### config.mk
export PLATFORM = sky130hd
export DESIGN_NAME = mux_arbiter_flat
export DESIGN_NICKNAME = d
export VERILOG_FILES = /design/src/rtl/mux_arbiter_if.sv /design/src/rtl/mux_arbiter.sv /design/src/flat_wrapper.sv
export SDC_FILE = /design/constraint.sdc
export NUM_CORES = 1
export LEC_CHECK = 0
export ABC_AREA = 1
export ABC_CLOCK_PERIOD_IN_PS = 2000
export CAP_MARGIN = 20
export CORE_MARGIN = 10
export CORE_UTILIZATION = 25
export DETAILED_ROUTE_END_ITERATION = 16
export GPL_ROUTABILITY_DRIVEN = 0
export REMOVE_ABC_BUFFERS = 1
export SLEW_MARGIN = 25
export SYNTH_ARGS = -nofsm -noshare
export SYNTH_HDL_FRONTEND = slang
export SYNTH_SLANG_ARGS = --single-unit
### constraint.sdc
create_clock -name clk -period 2 [get_ports clk]
set_input_delay 0.4 -clock clk [delete_from_list [all_inputs] [get_ports clk]]
set_output_delay 0.4 -clock clk [all_outputs]
set_load 0.005 [all_outputs]
### src/rtl/mux_arbiter_if.sv
// Purpose: handshake bundle for the two-source arbiter (A and B inputs, Y output).
// Latency: none; this file only carries wires between the bench/fabric and the arbiter.
// Backpressure: valid/ready on every channel; y_ready stalls the output register.
interface mux_arbiter_if #(
  parameter int W = 8
);
  logic         a_valid;
  logic [W-1:0] a_data;
  logic         a_ready;
  logic         b_valid;
  logic [W-1:0] b_data;
  logic         b_ready;
  logic         y_valid;
  logic [W-1:0] y_data;
  logic         y_src;
  logic         y_ready;

  // Arbiter side: consumes the two sources and drives the output register.
  modport slave (
    input  a_valid, a_data, b_valid, b_data, y_ready,
    output a_ready, b_ready, y_valid, y_data, y_src
  );

  // Traffic side: drives the sources and the downstream ready.
  modport master (
    output a_valid, a_data, b_valid, b_data, y_ready,
    input  a_ready, b_ready, y_valid, y_data, y_src
  );
endinterface

### src/rtl/mux_arbiter.sv
// Purpose: two-source burst-limited arbiter feeding a single registered output word.
// Latency: 1 cycle from accepted input to y_valid; full throughput with simultaneous drain/fill.
// Backpressure: y_ready low while FULL holds the word and deasserts both a_ready and b_ready.
module mux_arbiter #(
  parameter int W         = 8,
  parameter int MAX_BURST = 4
) (
  input  logic           clk,
  input  logic           rst,
  mux_arbiter_if.slave   bus
);

  typedef enum logic {EMPTY = 1'b0, FULL = 1'b1} state_t;

  localparam logic [3:0] MAX_CNT = 4'(MAX_BURST);

  state_t       state_q, state_d;
  logic [W-1:0] y_data_q, y_data_d;
  logic         y_src_q, y_src_d;
  logic         last_src_q, last_src_d;
  logic [3:0]   burst_cnt_q, burst_cnt_d;

  logic accept;
  logic grant_vld;
  logic grant_src;   // 0 = A, 1 = B
  logic xfer;

  // Grant selection and ready generation; the burst limit only matters when both sources compete.
  always_comb begin
    grant_vld = bus.a_valid | bus.b_valid;
    grant_src = 1'b0;
    if (bus.a_valid && bus.b_valid) begin
      grant_src = (burst_cnt_q < MAX_CNT) ? last_src_q : ~last_src_q;
    end else if (bus.b_valid) begin
      grant_src = 1'b1;
    end
    // Reset blocks acceptance so nothing is consumed from a source during reset.
    accept      = ~rst & ((state_q == EMPTY) | bus.y_ready);
    xfer        = accept & grant_vld;
    bus.a_ready = xfer & ~grant_src;
    bus.b_ready = xfer & grant_src;
  end

  // Next-state: load on transfer (covers drain+fill), drain to EMPTY otherwise, else hold.
  always_comb begin
    state_d     = state_q;
    y_data_d    = y_data_q;
    y_src_d     = y_src_q;
    last_src_d  = last_src_q;
    burst_cnt_d = burst_cnt_q;
    if (xfer) begin
      state_d    = FULL;
      y_data_d   = grant_src ? bus.b_data : bus.a_data;
      y_src_d    = grant_src;
      last_src_d = grant_src;
      if (grant_src == last_src_q) begin
        burst_cnt_d = (burst_cnt_q >= MAX_CNT) ? MAX_CNT : burst_cnt_q + 4'd1;
      end else begin
        burst_cnt_d = 4'd1;
      end
    end else if ((state_q == FULL) && bus.y_ready) begin
      state_d = EMPTY;
    end
  end

  // State registers with synchronous reset that discards the held word and burst history.
  always_ff @(posedge clk) begin
    if (rst) begin
      state_q     <= EMPTY;
      y_data_q    <= '0;
      y_src_q     <= 1'b0;
      last_src_q  <= 1'b0;
      burst_cnt_q <= 4'd0;
    end else begin
      state_q     <= state_d;
      y_data_q    <= y_data_d;
      y_src_q     <= y_src_d;
      last_src_q  <= last_src_d;
      burst_cnt_q <= burst_cnt_d;
    end
  end

  assign bus.y_valid = (state_q == FULL);
  assign bus.y_data  = y_data_q;
  assign bus.y_src   = y_src_q;

endmodule

### src/flat_wrapper.sv
// flat-port wrapper written by rule: the top's interface ports become plain ports
module mux_arbiter_flat 
#(
  parameter int W         = 8,
  parameter int MAX_BURST = 4
)
  (clk, rst, bus_a_valid, bus_a_data, bus_b_valid, bus_b_data, bus_y_ready, bus_a_ready, bus_b_ready, bus_y_valid, bus_y_data, bus_y_src);
  mux_arbiter_if #(.W(W)) bus_i ();
  input  logic clk;
  input  logic rst;
  input wire logic [$bits(bus_i.a_valid)-1:0] bus_a_valid;
  input wire logic [$bits(bus_i.a_data)-1:0] bus_a_data;
  input wire logic [$bits(bus_i.b_valid)-1:0] bus_b_valid;
  input wire logic [$bits(bus_i.b_data)-1:0] bus_b_data;
  input wire logic [$bits(bus_i.y_ready)-1:0] bus_y_ready;
  output wire logic [$bits(bus_i.a_ready)-1:0] bus_a_ready;
  output wire logic [$bits(bus_i.b_ready)-1:0] bus_b_ready;
  output wire logic [$bits(bus_i.y_valid)-1:0] bus_y_valid;
  output wire logic [$bits(bus_i.y_data)-1:0] bus_y_data;
  output wire logic [$bits(bus_i.y_src)-1:0] bus_y_src;
  assign bus_i.a_valid = bus_a_valid;
  assign bus_i.a_data = bus_a_data;
  assign bus_i.b_valid = bus_b_valid;
  assign bus_i.b_data = bus_b_data;
  assign bus_i.y_ready = bus_y_ready;
  assign bus_a_ready = bus_i.a_ready;
  assign bus_b_ready = bus_i.b_ready;
  assign bus_y_valid = bus_i.y_valid;
  assign bus_y_data = bus_i.y_data;
  assign bus_y_src = bus_i.y_src;
  mux_arbiter #(.W(W), .MAX_BURST(MAX_BURST)) u_core (.clk(clk), .rst(rst), .bus(bus_i));
endmodule
==> results_dict.tcl <==
set metrics [dict create \
    drt_wl_total_um 2510 \
    die-area_um2 5900 \
    maxClockFrequency_mhz 529 \
    tritoncts.num_buffers 3 \
    crit_path_max_fanout 3 \
    worst_setup_path_type "in -> out" \
    synth_seq_area_share_pct 34.7 \
    numPlacedInstances 195 \
    fin_setup_tns_ns 0 \
    htree_num_levels 1 \
    io_buffers 32 \
    tritoncts "built" \
    final_setup_violation_count 0 \
    ioPinCount 33 \
    root_buffer "clkbuf_4" \
    detailedRoute.firstPassIterationCount 4 \
    grt_overflow_total 0 \
    synth-warning-count 0 \
    placeableCoreArea_um2 3080 \
    crit_path_start_kind "primary input" \
    cap_viol_max_count 0 \
    grt_pass1_vias 921 \
    min_period_over_period_pct 94.5 \
    synth.distinct_cells 21 \
    vias 888 \
    period_minus_slack_ns 1.89 \
    crit_arrival_ns 1.49 \
    drc 0 \
    worst_setup_hold_path_clk_slew_ns 0.09 \
    worst_skew_pair_latency_ns 0.28 \
    antenna_violating_nets_post_route 0 \
    die_h_um 76.8 \
    holdCritPathClass "reg -> reg" \
    flow.area_growth_from_synthesis_pct 55.0 \
    number_of_antenna_violations_at_the_first_check_in_global_routing 0 \
    routed_via_density 4.46 \
    track_usage_pct 8.45 \
    layout-drive-gt1-share_pct 16.8 \
    clock_skew_ns 0.000509 \
    worst_voltage_drop_across_the_vdd_grid_mv 0.332 \
    holdBufCountCts 0 \
    outcome "completed" \
    cts_setup_buffers 0 \
    cp-end-kind "output port" \
    grt_pass1_wl_um 4140 \
    tightest_slew_ns 0.273 \
    floorplan.die.width_um 76.8 \
    timing_hold_violations_final 0 \
    post_drt_wl_per_cell_um 12.6 \
    clk_path_buf_depth 2 \
    post_synth_instance_area_um2 807 \
    hpwl_um 1950 \
    antennaDiodeCount 0 \
    initial_drt_markers 37 \
    leakage_nw 0.593 \
    maxSlewViolCount 0 \
    syn_area_cell_um2 7.14 \
    slew_margin_rel_pct 81.8 \
    layout.cells.non_filler 199 \
    ys_ff_latch 14 \
    syn-instance-count 113 \
    initial_core_util_pct 26.2 \
    rsz0062_at_grt "no" \
    maximum_number_of_pins_on_one_net_before_global_route_repair 21 \
    tritoncts_num_sinks 14 \
    nets 178 \
    rows 20 \
    pwr_density_cell_nw_per_um2 558 \
    crit_required_ns 1.60 \
]
[cell usage after synthesis, drive strengths merged]
cell type / number / area, um^2
nand2: 33 / 141
nand3: 19 / 108
inv: 17 / 66.3
dfxtp: 14 / 280
nand4: 9 / 56.3
nor2: 6 / 40.0
a21oi: 4 / 20.0
buf: 3 / 33.8
o211ai: 2 / 15.0
o21ai: 2 / 10.0
clkinv: 1 / 3.75
ha: 1 / 12.5
nor3b: 1 / 12.5
o31ai: 1 / 7.51
[cell usage in the layout, fill, tap and decap left out, drive strengths merged, types with 5 or more instances in the layout]
| cell type | instances |
|---|---|
| dlygate4sd2 | 5 |
| inv | 17 |
| nor2 | 6 |
| buf | 9 |
| dfxtp | 14 |
| nand4 | 9 |
| clkdlybuf4s50 | 27 |
| nand2 | 33 |
| nand3 | 19 |
[final timing paths]
| path | from | end | slack [ns] | depth (start not counted) |
|---|---|---|---|---|
| max reg2reg | u_core.burst_cnt_q[3] | u_core.bus.y_data[7] | 0.74 | 9 |
| max | bus_y_ready | bus_b_ready | 0.11 | 8 |
| min | u_core.burst_cnt_q[1] | u_core.burst_cnt_q[1] | 0.47 | 2 |
| min reg2reg | u_core.burst_cnt_q[1] | u_core.burst_cnt_q[1] | 0.47 | 2 |
[flip-flops by register name (all words and copies together), names as in the netlist]
| signal | count |
|---|---|
| u_core.burst_cnt_q | 4 |
| u_core.bus.y_valid | 1 |
| u_core.bus.y_src | 1 |
| u_core.bus.y_data | 8 |
[kinds of logic after synthesis]
family | count (synthesis) | share of synthesized area, %
adder cells (fa/ha/maj) | 1 | 1.55
flip-flops | 14 | 34.7
buffers and inverters | 21 | 12.9
AND/OR/NAND/NOR | 68 | 44.3
AO/OA/AOI/OAI | 9 | 6.51
[routing by layer]
| layer | routed length [um] | global-route usage, % |
|---|---|---|
| met5 | 0 | 0 |
| met4 | 50 | 2.97 |
| met1 | 1100 | 9.13 |
| met3 | 151 | 3.26 |
| met2 | 1200 | 14.6 |
[cell type report]
type | instances | area (um^2)
clock buffer | 4 | 36.3
fill | 312 | 1830
inverter | 18 | 70.1
multi-input combinational | 78 | 428
sequential | 14 | 280
tap | 44 | 55.1
timing repair buffer | 41 | 382
[what timing repair did]
action                     in CTS  in global routing
setup endpoints to repair       2                  0
hold endpoints to repair        0                  0
resized for setup               7                  0
[through the flow]
step                power, mW  hold WS, ns  instance area, um^2  util [%]  worst slack, ns
finish                  0.698        0.473                 1250      40.7            0.109
detailed placement      0.500        0.462                 1220      39.5           -0.358
global placement        0.497        0.458                 1220      39.5           -0.344
CTS                     0.705        0.476                 1250      40.7            0.102
floorplan               0.388        0.443                  773         -            0.555
global route            0.734        0.505                 1250      40.7           0.0139
[report_power, final]
group	switching (mW)	internal, mW
logic	0.0825	0.0988
clock network	0.0988	0.111
registers	0.0107	0.296
total	0.192	0.506
[critical path: stages]
cell and delay [ns]:
clkdlybuf4s50_1 0.46, inv_1 0.05, nand2_2 0.09, nand2_2 0.07
nor2_4 0.08, nand2_1 0.07, inv_1 0.05, dlygate4sd2_1 0.23
Power figures use the tool's default switching activity.
